**src/rtl/utopia1_phy_cell_rx_pkg.sv**
```systemverilog
// Shared ATM cell definitions: cell geometry, HEC coset, byte type and the
// byte-serial CRC-8 (x^8+x^2+x+1) step used for header checking.
package utopia1_phy_cell_rx_pkg;

   localparam int CELL_BYTES = 53;
   localparam int HDR_BYTES  = 5;
   localparam int CELL_BITS  = 8 * CELL_BYTES;

   typedef logic [7:0] byte_t;

   localparam byte_t HEC_COSET = 8'h55;

   typedef enum logic [1:0] {
      ST_IDLE,
      ST_CELL,
      ST_DROP
   } state_t;

   function automatic byte_t crc8_step(input byte_t crc, input byte_t b);
      byte_t c;
      c = crc ^ b;
      for (int i = 0; i < 8; i++) begin
         c = c[7] ? ((c << 1) ^ 8'h07) : (c << 1);
      end
      return c;
   endfunction

endpackage

```
**src/rtl/utopia1_phy_cell_rx_hec_crc8.sv**
```systemverilog
// Byte-serial CRC-8 accumulator over the ATM header; a clear on the same beat
// as an enable restarts the sum from that byte.
module atm_hec_crc8
   import utopia1_phy_cell_rx_pkg::*;
(
   input  logic  clk_in,
   input  logic  reset,
   input  logic  i_clr,
   input  logic  i_en,
   input  byte_t i_byte,
   output byte_t o_crc
);

   byte_t r_crc;

   always_ff @(posedge clk_in) begin
      if (reset) begin
         r_crc <= '0;
      end else if (i_en) begin
         r_crc <= crc8_step(i_clr ? 8'h00 : r_crc, i_byte);
      end else if (i_clr) begin
         r_crc <= '0;
      end
   end

   assign o_crc = r_crc;

endmodule

```
**src/rtl/utopia1_phy_cell_rx.sv**
```systemverilog
// PHY-side UTOPIA-1 cell sink: assembles 53-byte cells into a CELL_DEPTH-slot
// buffer and hands whole cells downstream. Optional HEC check: UTOPIA_HEC_CHECK_EN.
module utopia1_phy_cell_rx
   import utopia1_phy_cell_rx_pkg::*;
#(
   parameter int CELL_DEPTH = 2,
   parameter int CNT_W      = 16
) (
   input  logic                 clk_in,
   input  logic                 reset,
   input  logic [7:0]           data,
   input  logic                 soc,
   input  logic                 en,
   output logic                 clav,
   output logic [CELL_BITS-1:0] cell_out,
   output logic                 cell_valid,
   input  logic                 cell_ready,
   output logic [CNT_W-1:0]     runt_cnt,
   output logic [CNT_W-1:0]     stray_cnt,
   output logic [CNT_W-1:0]     ovf_cnt,
   output logic [CNT_W-1:0]     hec_err_cnt
);

   localparam int PTR_W = (CELL_DEPTH > 1) ? $clog2(CELL_DEPTH) : 1;
   localparam int OCC_W = $clog2(CELL_DEPTH + 1);
   localparam logic [5:0] LAST_IDX = 6'(CELL_BYTES - 1);

   state_t               r_state;
   logic [5:0]           r_bidx;
   logic [OCC_W-1:0]     r_occ;
   logic [PTR_W-1:0]     r_wr_ptr;
   logic [PTR_W-1:0]     r_rd_ptr;
   logic                 r_live;
   logic [CNT_W-1:0]     r_runt_cnt;
   logic [CNT_W-1:0]     r_stray_cnt;
   logic [CNT_W-1:0]     r_ovf_cnt;
   logic [CELL_BITS-1:0] r_buf [CELL_DEPTH];

   logic       w_beat;
   logic       w_pop;
   logic       w_has_slot;
   logic       w_commit;
   logic       w_hec_bad;
   logic       w_store;
   logic [5:0] w_byte_idx;
   logic [8:0] w_bit_lo;

   function automatic logic [PTR_W-1:0] ptr_inc(input logic [PTR_W-1:0] p);
      return (p == PTR_W'(CELL_DEPTH - 1)) ? '0 : p + 1'b1;
   endfunction

   assign w_beat     = ~en;
   assign w_pop      = cell_valid & cell_ready;
   assign w_has_slot = r_occ < OCC_W'(CELL_DEPTH);
   assign w_commit   = w_beat & ~soc & (r_state == ST_CELL) & (r_bidx == LAST_IDX) & ~w_hec_bad;
   assign w_store    = w_beat & (soc ? w_has_slot : (r_state == ST_CELL));
   assign w_byte_idx = soc ? 6'd0 : r_bidx;
   assign w_bit_lo   = 9'(CELL_BITS - 8) - {w_byte_idx, 3'b000};

`ifdef UTOPIA_HEC_CHECK_EN
   byte_t            w_crc;
   logic [CNT_W-1:0] r_hec_cnt;

   atm_hec_crc8 u_hec_crc8 (
      .clk_in (clk_in),
      .reset  (reset),
      .i_clr  (w_beat & soc),
      .i_en   (w_beat & (soc | ((r_state == ST_CELL) & (r_bidx < 6'(HDR_BYTES - 1))))),
      .i_byte (data),
      .o_crc  (w_crc)
   );

   // CRC register holds bytes 0-3 when byte 4 (the HEC) arrives.
   assign w_hec_bad = (r_state == ST_CELL) & (r_bidx == 6'(HDR_BYTES - 1)) &
                      ((w_crc ^ HEC_COSET) != data);

   always_ff @(posedge clk_in) begin
      if (reset) begin
         r_hec_cnt <= '0;
      end else if (w_beat & ~soc & w_hec_bad & ~&r_hec_cnt) begin
         r_hec_cnt <= r_hec_cnt + 1'b1;
      end
   end

   assign hec_err_cnt = r_hec_cnt;
`else
   assign w_hec_bad   = 1'b0;
   assign hec_err_cnt = '0;
`endif

   always_ff @(posedge clk_in) begin
      if (reset) begin
         r_state     <= ST_IDLE;
         r_bidx      <= '0;
         r_occ       <= '0;
         r_wr_ptr    <= '0;
         r_rd_ptr    <= '0;
         r_live      <= 1'b0;
         r_runt_cnt  <= '0;
         r_stray_cnt <= '0;
         r_ovf_cnt   <= '0;
      end else begin
         r_live <= 1'b1;
         r_occ  <= r_occ + OCC_W'(w_commit) - OCC_W'(w_pop);
         if (w_pop) r_rd_ptr <= ptr_inc(r_rd_ptr);
         if (w_beat) begin
            if (soc) begin
               // An soc mid-cell aborts the partial and restarts on this byte.
               if ((r_state != ST_IDLE) && ~&r_runt_cnt) r_runt_cnt <= r_runt_cnt + 1'b1;
               r_bidx <= 6'd1;
               if (w_has_slot) begin
                  r_state <= ST_CELL;
               end else begin
                  r_state <= ST_DROP;
                  if (~&r_ovf_cnt) r_ovf_cnt <= r_ovf_cnt + 1'b1;
               end
            end else begin
               case (r_state)
                  ST_IDLE: if (~&r_stray_cnt) r_stray_cnt <= r_stray_cnt + 1'b1;
                  ST_CELL: begin
                     if (w_hec_bad) begin
                        r_state <= ST_DROP;
                        r_bidx  <= r_bidx + 1'b1;
                     end else if (r_bidx == LAST_IDX) begin
                        r_state  <= ST_IDLE;
                        r_bidx   <= '0;
                        r_wr_ptr <= ptr_inc(r_wr_ptr);
                     end else begin
                        r_bidx <= r_bidx + 1'b1;
                     end
                  end
                  ST_DROP: begin
                     if (r_bidx == LAST_IDX) begin
                        r_state <= ST_IDLE;
                        r_bidx  <= '0;
                     end else begin
                        r_bidx <= r_bidx + 1'b1;
                     end
                  end
                  default: r_state <= ST_IDLE;
               endcase
            end
         end
      end
   end

   // NOTE: the cell buffer is deliberately not reset; occupancy alone decides validity.
   always_ff @(posedge clk_in) begin
      if (w_store & ~reset) r_buf[r_wr_ptr][w_bit_lo +: 8] <= data;
   end

   assign cell_valid = (r_occ != '0);
   assign cell_out   = r_buf[r_rd_ptr];
   assign clav       = r_live & ((r_state == ST_CELL) | ((r_state == ST_IDLE) & w_has_slot));
   assign runt_cnt   = r_runt_cnt;
   assign stray_cnt  = r_stray_cnt;
   assign ovf_cnt    = r_ovf_cnt;

endmodule

```
**config.mk**
```make
export PLATFORM = sky130hd
export DESIGN_NAME = utopia1_phy_cell_rx
export DESIGN_NICKNAME = d
export VERILOG_FILES = /design/src/rtl/utopia1_phy_cell_rx_pkg.sv /design/src/rtl/utopia1_phy_cell_rx_hec_crc8.sv /design/src/rtl/utopia1_phy_cell_rx.sv
export SDC_FILE = /design/constraint.sdc
export NUM_CORES = 1
export LEC_CHECK = 0
export BUFFER_PORTS_ARGS = -buffer_cell sky130_fd_sc_hd__buf_2
export CORE_MARGIN = 3
export CORE_UTILIZATION = 58
export DETAILED_ROUTE_END_ITERATION = 6
export GPL_ROUTABILITY_DRIVEN = 0
export PLACE_DENSITY = 0.77
export SLEW_MARGIN = 20
export SYNTH_ARGS = -nofsm -noshare
export SYNTH_HDL_FRONTEND = slang
export SYNTH_SLANG_ARGS = --single-unit
```
**constraint.sdc**
```tcl
create_clock -name clk_in -period 5.5 [get_ports clk_in]
set_input_delay 0.825 -clock clk_in [delete_from_list [all_inputs] [get_ports clk_in]]
set_output_delay 0.825 -clock clk_in [all_outputs]
set_load 0.02 [all_outputs]
```
==> reports/results.tsv, run 1 <==
stage	metric	value	unit
cells_and_area	Area Overhead vs Synth	16.9	%
sta	min Tclk post-route	4.19	ns
detailed_routing	Routed WL	104	mm
flow_run	MaxCap Viol Count	0	
sta	Final Hold Viols	0	
critical_path	worst reg-to-reg setup slack	1.31	ns
floorplan	Site Rows	92	
floorplan	chip width	260	µm
critical_path	critical path class	reg2reg	
detailed_routing	Antenna Violating Nets Remaining	0	
synth	Seq/Total Area, Yosys	71.4	%
floorplan	Die ar.	0.0675	mm²
critical_path	crit path DAT	4.45	ns
detailed_routing	Pre-Repair DR Iteration Count	6	
grt	GRT Overall Usage	30.2	%
detailed_routing	1st-iter DRT viols	2630	
sta	Setup TNS	0	ns
synth	Yosys top cell area share	68.1	%
placement	Port Buffers	486	
critical_path	CP Capture Type	flop	
synth	Post-synth EDFFs	848	
sta	Final Max Tran Viols	0	
run_status	status	completed	
critical_path	crit path max fanout	16	
detailed_routing	wire length per cell	26.0	µm
grt	vias in the first global route	23600	
synth	Synth area leader	edfxtp_1	
cells_and_area	ratio of cells with drive above 1 in the final layout	36.3	%
worst_hold_path	HP Class	reg2reg	
placement	Placed Cells incl. Taps	3819	
sta	worst slew pin tran	1.12	ns
synth	synth cell count leaders	848 x edfxtp_1, 452 x nor2_1, 426 x mux2_2	
sta	Final Skew	0.0255	ns
synth	synth unique cells	63	
clock_network	Clock Path Buffers	3	
critical_path	critical path required time	5.76	ns
synth	ys flop type	edfxtp_1	
floorplan	chip height	260	µm
clock_network	postcts setup bufs	0	
synth	Post-synth ARST share	0	%
clock_network	Clock transition at path regs	0.06	ns
clock_network	H-tree Lvls	3	
sta	Rel. slew slack	24.9	%
detailed_routing	vias	23700	
grt	maximum number of pins on one net before global-route repair	144	
clock_network	post-CTS sizing	0	
detailed_routing	vias per inst	5.94	
sta	fmax	0.239	GHz
synth	FF+latch count, synth	910	
floorplan	initial core utilization	58.9	%
clock_network	CTS tree	yes	
detailed_routing	Remaining DRCs	0	
clock_network	clock sinks	910	
synth	warning count from the yosys run	0	
sta	Final period util	76.2	%
clock_network	Skew-Pair Late Insertion Delay	0.65	ns
floorplan	boundary pin count	503	
clock_network	CTS Buf Count	90	
cells_and_area	Final #Nets	3089	
power_and_ir_drop	Worst IR Drop VDD	0.222	mV
sta	Final setup viols	0	
grt	grt ovf	0	
grt	initial antenna violation count	8	
synth	Syn Inst Count	2557	
floorplan	CORE AREA	0.0634	mm²
power_and_ir_drop	Power Dens Cells	359	mW/mm²
cells_and_area	Finished Layout Cells	3986	
critical_path	startpoint types	flop	
synth	Syn Std Cell Area	0.0374	mm²
clock_network	CTS Root Cell	clkbuf_16	
sta	RSZ-0062 raised after global routing	no	
placement	HPWL after detailed placement	73.6	mm
power_and_ir_drop	Leak	15.4	nW
synth	Area contributors post-synth	edfxtp_1 68%, mux2_2 13%, nor2_1 4.5%	
synth	Syn Area/Cell	14.6	µm²
grt	first-pass GRT wire length	149	mm
clock_network	Post-CTS Hold Buffers	0	
synth	most common cell in the netlist	edfxtp_1	
## worst max-delay path: stages (launching register included)
cell and delay (ns):
dfxtp_1 0.67, nand2_1 0.16, ha_1 0.32, or3_1 0.37, a31oi_1 0.40, mux2_2 0.36, buf_4 0.20, buf_4 0.23
nand2_1 0.39, nor2_1 0.72
## routing by layer
layer	wire (µm)	track usage (%)	up-vias	share of wire [%]
met5	81	0	-	0.078
met4	4840	13.6	10	4.7
met3	9820	6.06	241	9.5
met2	50500	50.1	1339	49
met1	38400	38.7	11700	37
li1	-	-	10400	-
## layout make-up
class / count / area (µm²)
Antenna cell: 3 / 7.51
Clock buffer: 117 / 2400
Clock inverter: 47 / 420
Fill cell: 4226 / 19700
Inverter: 26 / 97.6
Multi-Input combinational cell: 1477 / 9980
Sequential cell: 910 / 26700
Tap cell: 846 / 1060
Timing Repair Buffer: 560 / 3030
## registers in the layout, summed over array words and instances, names as in the netlist, named ones only
name / count
r_buf: 848
r_occ: 2
r_rd_ptr: 1
runt_cnt: 16
stray_cnt: 16
r_live: 1
r_wr_ptr: 1
r_state: 2
ovf_cnt: 16
r_bidx: 6
## through the flow
step           power, W  area (µm²)  hold slack [ns]  utilization, %  setup WS (ns)
3_3_place_gp    0.00993       40900            0.444            64.4           1.03
2_1_floorplan   0.00919       37400            0.436               -           1.13
5_1_grt          0.0161       43700            0.489            68.9           1.07
4_1_cts          0.0157       43700            0.458            68.9           1.21
6_report         0.0157       43700            0.460            68.9           1.31
3_5_place_dp    0.00993       40900            0.450            64.4          0.852
## cells in the final DEF (no fill, tap or decap), drive strengths merged, types with 4 or more instances in the layout
cell type and instances:
nor2 456, and2 21, nand2 153, ha 11, nand3 46, bufinv 6, mux2 426, or3 10
nor4 8, and4 5, inv 29, nor3 124, nand4 16, a21oi 20, nand2b 5, xor2 25
clkinvlp 5, dfxtp 62, conb 16, nor2b 7, clkinv 33, o21ai 17, or2 4, and3 36
xnor2 24, o21a 4, edfxtp 848, mux2i 4, clkbuf 117, buf 560
## where the power goes
group / internal (W) / switching (W) / total, W / leakage [nW]
logic: 0.000861 / 0.00141 / 0.00227 / 5.45
registers: 0.00747 / 0.0000571 / 0.00753 / 8.58
clock network: 0.00336 / 0.00253 / 0.00589 / 1.37
total: 0.0117 / 0.00400 / 0.0157 / 15.4
## path summary, 6_finish.rpt
check / start / depth (start not counted) / endpoint
setup / recovery: r_bidx[0] / 9 / r_buf[0][207]
hold / removal: r_state[1] / 2 / r_state[1]
setup reg to reg: r_bidx[0] / 9 / r_buf[0][207]
hold reg to reg: r_state[1] / 2 / r_state[1]
## logic make-up (layout without fill, tap and decap cells)
logic type | after synthesis | in the layout | synth area share [%]
flip-flops | 910 | 910 | 71.4
AND/OR/NAND/NOR | 897 | 897 | 10.5
multiplexers | 430 | 430 | 12.9
buffers and inverters | 185 | 750 | 2.10
AO/OA/AOI/OAI | 74 | 74 | 1.45
XOR/XNOR | 49 | 49 | 1.15
adder cells (fa/ha/maj) | 11 | 11 | 0.368
other | 1 | 19 | 0.0100
No activity file was read; power rests on OpenSTA's default activity.
==> inputs of run 2 (changes only) <==
--- a/config.mk
+++ b/config.mk
@@ -5,12 +5,13 @@
 export SDC_FILE = /design/constraint.sdc
 export NUM_CORES = 1
 export LEC_CHECK = 0
+export ABC_AREA = 1
 export BUFFER_PORTS_ARGS = -buffer_cell sky130_fd_sc_hd__buf_2
 export CORE_MARGIN = 3
-export CORE_UTILIZATION = 58
+export CORE_UTILIZATION = 52
 export DETAILED_ROUTE_END_ITERATION = 6
 export GPL_ROUTABILITY_DRIVEN = 0
-export PLACE_DENSITY = 0.77
+export PLACE_DENSITY = 0.73
 export SLEW_MARGIN = 20
 export SYNTH_ARGS = -nofsm -noshare
 export SYNTH_HDL_FRONTEND = slang
==> constraint.sdc (replaced) <==
create_clock -name clk_in -period 3.8 [get_ports clk_in]
set_input_delay 0.57 -clock clk_in [delete_from_list [all_inputs] [get_ports clk_in]]
set_output_delay 0.57 -clock clk_in [all_outputs]
set_load 0.02 [all_outputs]
==> run 2 against run 1 <==
  * The run now ends with DRC left
  * Synthesized area increased by 1.7%
  * First-iteration DRC count decreased by 7.0%
  * Die area increased by 13%
  * Fmax increased by 21%
==> reports/results.tsv, run 2 <==
stage	metric	value	unit	change
run_status	status	complete, but fails checks		
run_status	failing checks	DRC		
synth	Yosys top cell area share	67.0	%	-1.1 points
placement	HPWL after detailed placement	77.9	mm	+5.9%
flow_run	MaxCap Viol Count	0		unchanged
cells_and_area	antenna cells	0		-3
clock_network	CTS Buf Count	93		+3.3%
cells_and_area	Register Area	0.0267	mm²	about the same
floorplan	chip height	276	µm	+6.4%
clock_network	Post-CTS Hold Buffers	0		unchanged
synth	most common cell in the netlist	edfxtp_1		
sta	Final setup viols	0		unchanged
sta	worst slew pin tran	1.04	ns	-0.0845 ns
cells_and_area	most frequent cells in the layout	848 x edfxtp_1, 510 x nor2_1, 486 x buf_2		
placement	Port Buffers	486		unchanged
power_and_ir_drop	Leak	17.8	nW	+16%
power_and_ir_drop	Net Sw Power	0.00397	W	-0.75%
sta	Final Hold Viols	0		unchanged
detailed_routing	Remaining DRCs	37		+37
clock_network	Skew-Pair Late Insertion Delay	0.64	ns	about the same
critical_path	critical path class	reg2reg		
cells_and_area	ratio of cells with drive above 1 in the final layout	36.5	%	+0.15 points
cells_and_area	commonest non-fill, non-tap cell in the layout	edfxtp_1		
floorplan	chip width	276	µm	+6.4%
synth	Post-synth ARST share	0	%	unchanged
sta	Final Max Tran Viols	0		unchanged
critical_path	crit path max fanout	9		-7
detailed_routing	vias	25300		+6.8%
sta	RSZ-0062 raised after global routing	no		
floorplan	initial core utilization	52.8	%	-6.1 points
power_and_ir_drop	Logic pwr share	1.5	%	-13 points
clock_network	CTS Root Cell	clkbuf_16		
synth	Seq/Total Area, Yosys	70.3	%	-1.2 points
critical_path	crit path DAT	3.80	ns	-0.65 ns
grt	first-pass GRT wire length	161	mm	+8.1%
clock_network	clock sinks	910		unchanged
detailed_routing	vias per inst	5.65		-4.9%
sta	Hold Slack	0.316	ns	-0.144 ns
critical_path	crit path cell chain	inv_1, nor2_1, clkinv_1, ha_1, inv_1, nand3_1, nand2_1, nor2_2, nand2_1, nor2_1, nand2_2, nand4_2, nor2_2, nand2_1, nor2_1, buf_4		
cells_and_area	max reg flops	848		unchanged
sta	Rel. slew slack	30.7	%	+5.8 points
power_and_ir_drop	Power Dens Cells	436	mW/mm²	+21%
synth	Syn Std Cell Area	0.0380	mm²	+1.7%
synth	Syn Area/Cell	13.5	µm²	-7.7%
synth	Post-synth EDFFs	848		unchanged
sta	Final period util	91.3	%	+15 points
synth	Area contributors post-synth	edfxtp_1 67%, mux2_2 13%, nor2_1 5.1%		
clock_network	post-CTS sizing	0		unchanged
sta	fmax	0.288	GHz	+21%
synth	Syn Inst Count	2816		+10%
synth	synth cell count leaders	848 x edfxtp_1, 513 x nor2_1, 424 x mux2_2		
cells_and_area	combined area of the multi-input logic cells	0.0101	mm²	+1.4%
grt	initial antenna violation count	1		-7
floorplan	boundary pin count	503		unchanged
critical_path	Worst path max stage delay	0.40	ns	-0.32 ns
synth	ys flop type	edfxtp_1		
power_and_ir_drop	internal power component	0.0159	W	+36%
detailed_routing	Antenna Violating Nets Remaining	0		unchanged
detailed_routing	wire length per cell	24.6	µm	-5.4%
power_and_ir_drop	Clock power frac	44.1	%	+6.5 points
sta	Final Skew	0.0281	ns	+0.00262 ns
grt	GRT Overall Usage	28.1	%	-2.1 points
critical_path	Slowest-stage cell, CP	dfxtp_1		
cells_and_area	final core area utilization	63.3	%	-5.6 points
floorplan	Die ar.	0.0764	mm²	+13%
clock_network	H-tree Lvls	3		unchanged
grt	vias in the first global route	25400		+7.7%
critical_path	CP Capture Type	flop		
grt	grt ovf	0		unchanged
clock_network	postcts setup bufs	0		unchanged
synth	synth unique cells	38		-40%
critical_path	critical path required time	4.13	ns	-1.63 ns
clock_network	Clock Path Buffers	3		unchanged
grt	maximum number of pins on one net before global-route repair	102		-29%
placement	area post-placement	0.0426	mm²	+4.2%
floorplan	CORE AREA	0.0720	mm²	+13%
synth	Synth area leader	edfxtp_1		
power_and_ir_drop	Worst IR Drop VDD	0.389	mV	+75%
power_and_ir_drop	sequential fraction of design power	54.5	%	+6.5 points
detailed_routing	Pre-Repair DR Iteration Count	7		+1
floorplan	Site Rows	98		+6.5%
sta	min Tclk post-route	3.47	ns	-0.720 ns
cells_and_area	Area Overhead vs Synth	19.8	%	
cells_and_area	Largest Register	r_buf		
cells_and_area	Final #Nets	3473		+12%
detailed_routing	Routed WL	110	mm	+6.2%
power_and_ir_drop	switching share of power	20.0	%	-5.5 points
cells_and_area	FILL cells	5364		+27%
detailed_routing	1st-iter DRT viols	2445		-7.0%
cells_and_area	final instance area	0.0455	mm²	+4.2%
critical_path	startpoint types	flop		
worst_hold_path	HP Class	in2reg		
synth	FF+latch count, synth	910		unchanged
synth	warning count from the yosys run	0		unchanged
clock_network	Clock transition at path regs	0.06	ns	about the same
clock_network	CTS tree	yes		
[run 2: cell types whose count changed after synthesis, moves of 9 or more]
cell and change:
a21oi_1 +35, and2_1 -20, and3_1 -35, buf_1 +19
buf_2 +9, clkbuf_1 -35, inv_1 +113, nand2_1 +122
nand2_2 +13, nand3_1 +57, nor2_1 +61, nor3_1 -10
or3_1 -10, xnor2_1 -15
[run 2: worst paths after layout]
path	from	endpoint	slack [ns]	depth (start not counted)
hold / removal	en	r_state[0]	0.32	4
setup / recovery	r_bidx[1]	r_buf[0][37]	0.33	16
hold reg to reg	r_rd_ptr	flop	0.45	1
setup reg to reg	r_bidx[1]	r_buf[0][37]	0.33	16
[run 2: area by class of cell]
| class | count | share of cell area, % |
|---|---|---|
| repair buffers | 681 | 8.83 |
| clock buffers | 120 | 5.60 |
| inverters | 148 | 1.23 |
| clock inverters | 51 | 0.822 |
| multi-input cells | 1615 | 22.2 |
| well taps | 950 | 2.61 |
| flip-flops and latches | 910 | 58.7 |
[run 2: kinds of logic (layout without fill, tap and decap cells)]
logic type / Yosys count / after routing / share of synthesized area, %
multiplexers: 424 / 424 / 12.6
AND/OR/NAND/NOR: 1056 / 1056 / 11.7
buffers and inverters: 306 / 1000 / 3.37
flip-flops: 910 / 910 / 70.3
XOR/XNOR: 32 / 32 / 0.737
adder cells (fa/ha/maj): 11 / 11 / 0.362
AO/OA/AOI/OAI: 76 / 76 / 1.02
other: 1 / 16 / 0.00987
[run 2: power by group through the flow]
stage	Clock, W	Combinational, W	Sequential, W
2_1_floorplan	0	0.000159	0.0110
3_3_place_gp	0	0.000275	0.0110
3_5_place_dp	0	0.000281	0.0110
4_1_cts	0.00885	0.000283	0.0108
5_1_grt	0.00928	0.000304	0.0108
6_report	0.00874	0.000290	0.0108
[run 2: per-stage QoR]
step | TNS, ns | setup slack (ns) | power, W | std cells
after detailed placement | -0.146 | -0.0293 | 0.0113 | 4304
after global routing | 0 | 0.0773 | 0.0204 | 4475
after CTS | 0 | 0.171 | 0.0199 | 4475
final | 0 | 0.332 | 0.0198 | 4475
after floorplan | 0 | 0.0439 | 0.0112 | 2831
after global placement | 0 | 0.0178 | 0.0113 | 4304
[run 2: worst max-delay path, delay by kind of cell (launching register included)]
family	cells	cell delay [ns]
buffers and inverters	4	0.53
AND/OR/NAND/NOR	11	2.00
flip-flops	1	0.40
adder cells (fa/ha/maj)	1	0.24
[run 2: per-layer routing]
layer / up-vias / global-route usage (%) / share of wire, %
met2: 1289 / 48.5 / 50
met3: 219 / 6.74 / 9.1
met4: 2 / 8.94 / 3.1
met1: 12600 / 35.0 / 37
met5: - / 0 / 0.012
li1: 11200 / - / -
